==> src/rtl/ibuffer.sv <==
// Instruction queue between fetch and decode.
// Circular FIFO of {inst, addr}; flush drops all queued entries.
module ibuffer #(
  parameter int DEPTH = 4,
  parameter int PTRW  = 2,
  parameter int WORD  = 32,
  parameter int ADDR  = 32
) (
  input  logic            clk,
  input  logic            rst,
  input  logic            v_i,
  input  logic [WORD-1:0] inst_i,
  input  logic [ADDR-1:0] addr_i,
  output logic            stall_o,
  input  logic            flush_i,
  output logic            v_o,
  output logic [WORD-1:0] inst_o,
  output logic [ADDR-1:0] addr_o,
  input  logic            stall_i,
  output logic [PTRW:0]   count_o
);

  typedef struct packed {
    logic [WORD-1:0] inst;
    logic [ADDR-1:0] addr;
  } ent_t;

  localparam logic [PTRW:0] FULL = (PTRW+1)'(DEPTH);

  ent_t            mem_q [DEPTH];
  logic [PTRW-1:0] wp_q, wp_d;
  logic [PTRW-1:0] rp_q, rp_d;
  logic [PTRW:0]   cnt_q, cnt_d;
  logic            enq, deq;

  assign stall_o = (cnt_q == FULL);
  assign v_o     = (cnt_q != '0);
  assign inst_o  = mem_q[rp_q].inst;
  assign addr_o  = mem_q[rp_q].addr;
  assign count_o = cnt_q;

  assign enq = v_i & ~stall_o & ~flush_i;
  assign deq = v_o & ~stall_i & ~flush_i;

  always_comb begin
    wp_d  = wp_q;
    rp_d  = rp_q;
    cnt_d = cnt_q;
    if (flush_i) begin
      wp_d  = '0;
      rp_d  = '0;
      cnt_d = '0;
    end else begin
      if (enq) wp_d = wp_q + 1'b1;
      if (deq) rp_d = rp_q + 1'b1;
      unique case ({enq, deq})
        2'b10:   cnt_d = cnt_q + 1'b1;
        2'b01:   cnt_d = cnt_q - 1'b1;
        default: cnt_d = cnt_q;
      endcase
    end
  end

  always_ff @(posedge clk or negedge rst) begin
    if (!rst) begin
      wp_q  <= '0;
      rp_q  <= '0;
      cnt_q <= '0;
    end else begin
      wp_q  <= wp_d;
      rp_q  <= rp_d;
      cnt_q <= cnt_d;
    end
  end

  // Storage is left intact on flush; only pointers reset.
  always_ff @(posedge clk or negedge rst) begin
    if (!rst) begin
      for (int i = 0; i < DEPTH; i++)
        mem_q[i] <= '0;
    end else if (enq) begin
      mem_q[wp_q] <= '{inst: inst_i, addr: addr_i};
    end
  end

endmodule
==> config.mk <==
export PLATFORM = sky130hd
export DESIGN_NAME = ibuffer
export DESIGN_NICKNAME = d
export VERILOG_FILES = /design/src/rtl/ibuffer.sv
export SDC_FILE = /design/constraint.sdc
export NUM_CORES = 1
export LEC_CHECK = 0
export ABC_AREA = 0
export BUFFER_PORTS_ARGS = -buffer_cell sky130_fd_sc_hd__buf_2
export CAP_MARGIN = 0
export CORE_UTILIZATION = 48
export CTS_BUF_LIST = sky130_fd_sc_hd__clkbuf_2
export DETAILED_ROUTE_END_ITERATION = 7
export PLACE_DENSITY_LB_ADDON = 0.12
export SETUP_SLACK_MARGIN = 0.15
export SYNTH_ARGS = -nofsm -noshare
export SYNTH_HDL_FRONTEND = slang
export SYNTH_SLANG_ARGS = --single-unit
==> constraint.sdc <==
create_clock -name clk -period 3.5 [get_ports clk]
set_input_delay 0.35 -clock clk [delete_from_list [all_inputs] [get_ports clk]]
set_output_delay 0.35 -clock clk [all_outputs]
set_load 0.03 [all_outputs]
* After elaboration in Yosys (flattened, before gate mapping) *
Cells that the tools add are included.

word-level totals
  register bits after elaboration = 263
  input bits = 69
  output and inout port bits = 69
  word-level logic and storage cells = 47

cells by class
  add/subtract/negate cells = 4
  magnitude comparators = 3
  eq/ne operators = 3
  muxes and demuxes = 12
  bitwise logic cells = 9
  reductions and logical operators = 5

operator list
  kind                                                                           number
  256-bit bitwise mux                                                            1
  64-bit 2-to-1 mux                                                              3
  64-bit binary-select mux with 2-bit select                                     1
  64-bit demux with 2-bit select                                                 1
  2-bit 2-to-1 mux                                                               4
  3-bit greater-or-equal comparator (second input constant)                      2
  2-bit inverter with 3-bit output                                               2
  3-bit case mux with 2 select lines                                             1
  3-bit nonzero test                                                             2
  2-bit by 1-bit adder with 2-bit output (second input constant)                 2
  1-bit AND                                                                      4
  2-bit nonzero test                                                             2
  3-bit by 1-bit adder with 3-bit output (second input constant)                 1
  3-bit == test (second input constant)                                          1
  3-bit by 1-bit less-than comparator with 1-bit output (second input constant)  1
  3-bit 2-to-1 mux                                                               1
  1-bit inverter                                                                 3
  3-bit by 1-bit subtractor with 3-bit output (second input constant)            1
  2-bit by 1-bit == test with 1-bit output (second input constant)               1
  2-bit == test (second input constant)                                          1
  1-bit logical AND                                                              1

* Logic depth before layout (Yosys ltp) *
  depth in word-level cells = 7
  mapped depth = 6
  mapped depth without buffers = 5

* Worst setup path before layout *
OpenSTA, ideal clock, no wires.

  kind = reg-to-reg
  start point = register cnt_q[0], in the netlist count_o[0]
  end point = register mem_q[0] (netlist bit)
  setup time = 0.125 ns
  arrival = 2.512 ns
  required time = 3.375 ns
  path slack = 0.863 ns
  cell stages (with the launch flop) = 7
  buffers on the path = 2
  period minus slack after synthesis = 2.637 ns
  cell sequence = dfrtp_1 buf_4 nor3b_1 nor3_4 nand2_2 buf_6 mux2_2

on the way
  word-level cells in the longest chain between the ends = 4

RTL lines
  what                             RTL line  source
  from (decl)                      33        logic [PTRW:0] cnt_q, cnt_d;
  from (signal assigned)           72        cnt_q <= cnt_d;
  3-bit == test                    36        assign stall_o = (cnt_q == FULL);
  via stall_o                      14        output logic stall_o,
  1-bit inverter                   42        assign enq = v_i & ~stall_o & ~flush_i;
  1-bit AND (2 in series)          42
  to (signal, indexed assignment)  82        mem_q[wp_q] <= '{inst: inst_i, addr: addr_i};
  to (decl)                        30        ent_t mem_q [DEPTH];

The timed path passes the listed nets, and every way through them passes these cells.
A chain may end at the register's enable or synchronous reset.

* Worst setup path in the final report *
  start point = register rp_q[0]
  end point = output port addr_o[22]

on the way
  word-level cells in the longest chain between the ends = 4

RTL lines
  what                                                    RTL line  source
  from (decl)                                             32        logic [PTRW-1:0] rp_q, rp_d;
  from (signal assigned)                                  71        rp_q <= rp_d;
  2-bit inverter with 3-bit output (not written as such)  39        assign addr_o = mem_q[rp_q].addr;
  64-bit binary-select mux with 2-bit select              39
  64-bit 2-to-1 mux (not written as such) (2 in series)   39
  to (decl)                                               18        output logic [ADDR-1:0] addr_o,

Every way passes these cells. The select of a mux whose other input is x is not followed.

==> metrics <==
fin nets=around 1k; Routed Antenna Nets=0; post-synth top area cell=dfrtp_1; Initial DRC Count=258; setup TNS=0 ns; Final WS setup=0.509 ns; synth top area cells=dfrtp_1, mux2_2, mux4_2, buf_6, ha_1; vias per std cell=5.25; critical path's top delay family=flip-flops; cell area after placement=roughly 13,000 sq um; htree depth=3; first-pass GRT wire length=40,200 um; Worst Path Required=3.15 ns; CP Data Arrival Time=2.64 ns; routed wire length=24,800 um; GRT met3 Usage=around 5.0%; Via Count=6,808; most frequent cells in the layout=dfrtp_1, mux2_2, buf_2; clk_skew=0.0510 ns; worst path cell trace=buf_12 -> mux4_2 -> buf_2; RSZ-0062 raised after global routing=false; CTS Buf Count=71; width of the die=158 um; Hold Violations, Final=0; Tightest Pin Transition=between 0.7 and 0.8 ns; fmax=334 MHz; Worst path max stage delay=roughly 0.76 ns; average routed wire per standard cell=19.1 um; Top Ports=138; met2 usage=37.1%; share of cells above drive strength 1=60.7%; CP Max Fanout=28; vias in the first global route=~7.8k; CP bufs+invs=2; Cell Rows=56; final count of negative-setup-slack endpoints=0; Post-Place Worst Slack=0.990 ns; max-capacitance violation count=0; met1 usage in global routing=25.6%; die area=24,800 sq um; share of the synthesized area in the top cell type=56.6%; Mapped Area=roughly 12,000 sq um; Worst Hold Class=in -> async; Layout area overhead=19.8%; Core Box Area=23,600 sq um; gr ovfl total=0; sequential-to-total area share from yosys stat=56.6%; Final Max Slew Viols=0; commonest non-fill, non-tap cell in the layout=dfrtp_1; Yosys Warn Count=0; cells resized by post-CTS repair=0; dpl hpwl=15,200 um; slowest library cell on the worst path=dfrtp_4; Syn Area/Cell=about 17 sq um; largest net degree at the start of global routing=98; Pre-Repair DR Iteration Count=4; post-synth cell types=32; Final period util=85.5%; flops & latches, synth=263; total global-route track usage=21.2%; design area=13,900 sq um; Worst slew margin=49.5%; Tmin final=2.99 ns; CP startpoint kind=flop; DR DRC count=0; worst vdd ir=around 0.35 mV; Crit Path Class=reg -> out; syn nets=753; Power Density=between 700 and 800 nW/um^2; static leakage=6.48 nW; TritonCTS clock tree=yes; Clock Tree Buf Depth=3; count of input and output buffers=137; status=completed; GRT Max-Usage Layer=met2; clock-pin slew on the worst setup and hold paths=0.10 ns; routability cong.=0.773; Mapped Cells=a little under 700; CP Capture Type=output port; CTS root buf=clkbuf_2; clk_lat worst skew=0.81 ns; Die Ht=about 160 um; TritonCTS Sinks=263; starting density of the core=49.2%; antenna violations before repair=1
[kinds of logic after synthesis]
group	count (synthesis)	synth area share (%)
mux	321	37.3
xor+xnor	3	0.226
buf+inv	48	3.25
flops	263	56.6
fa+ha+maj	5	0.603
compound gates	13	0.689
simple gates	26	1.33
[repair_timing]
| action | in CTS | in global routing |
|---|---|---|
| setup buffers | 1 | 0 |
| endpoints found under the hold margin | 357 | 0 |
| hold buffers | 68 | 0 |
| endpoints found under the setup margin | 28 | 0 |
[final timing paths]
path | cells after the start | endpoint | startpoint | slack, ns
hold reg to reg | 1 | mem_q[118] | mem_q[118] | 0.50
hold / removal | 2 | mem_q[79] | rst | 0.16
setup / recovery | 3 | addr_o[22] | rp_q[0] | 0.51
min in group clk | 3 | mem_q[78] | addr_i[14] | 0.36
setup reg to reg | 5 | mem_q[81] | count_o[0] | 0.97
max in group asynchronous | 3 | mem_q[197] | rst | 2.29
[through the flow]
stage	hold WS, ns	total power [W]	utilization, %	std cells
2_1_floorplan	0.0544	0.00732	-	679
3_3_place_gp	0.409	0.00803	53.2	1104
3_5_place_dp	0.429	0.00828	53.2	1104
4_1_cts	0.0889	0.0106	59.0	1295
5_1_grt	0.153	0.0111	59.0	1296
6_report	0.158	0.0104	59.0	1296
[sequential cells by signal, summed over array words and instances (netlist names)]
register  flops
mem_q       256
count_o       3
wp_q          2
rp_q          2
[power breakdown]
group	total, W	internal [W]	switching, W
Clock	0.00216	0.000948	0.00121
Sequential	0.00480	0.00419	0.000606
Combinational	0.00344	0.00179	0.00164
[area by class of cell]
class	instances	area, sq um
Sequential cell	263	6590
Tap cell	319	399
Clock inverter	16	123
Multi-Input combinational cell	368	4690
Fill cell	1906	9690
Antenna cell	1	2.50
Timing Repair Buffer	219	1580
Clock buffer	106	531
Inverter	4	15.0
[Yosys cell counts]
master and count:
a2111oi_0 1, a211oi_1 1, a21oi_1 5, a311oi_1 1, a31oi_1 1, buf_1 2, buf_2 8, buf_4 2
buf_6 24, clkbuf_1 8, dfrtp_1 263, fa_1 1, ha_1 4, inv_1 4, mux2_2 256, mux2i_1 1
mux4_2 64, nand2_1 4, nand2_2 4, nand2b_1 1, nand3b_1 2, nor2_1 5, nor2b_1 1, nor3_1 2
nor3_4 1, nor3b_1 2, nor4b_1 1, o21ai_0 3, o221ai_1 1, or2_2 1, or3_1 2, xnor2_1 3
[layer usage]
metal	vias up	share of wire, %
li1	3083	-
met1	3542	41
met2	155	53
met3	28	4.8
met4	0	1.3
met5	-	0
[worst reg2reg max path, cell delays in order (launching register included)]
cell and delay [ns]:
dfrtp_1 0.53, nor3b_1 0.53, nor3_4 0.16, nand2_4 0.47
buf_12 0.33, mux2_2 0.38
(Power assumes the default switching activity.)
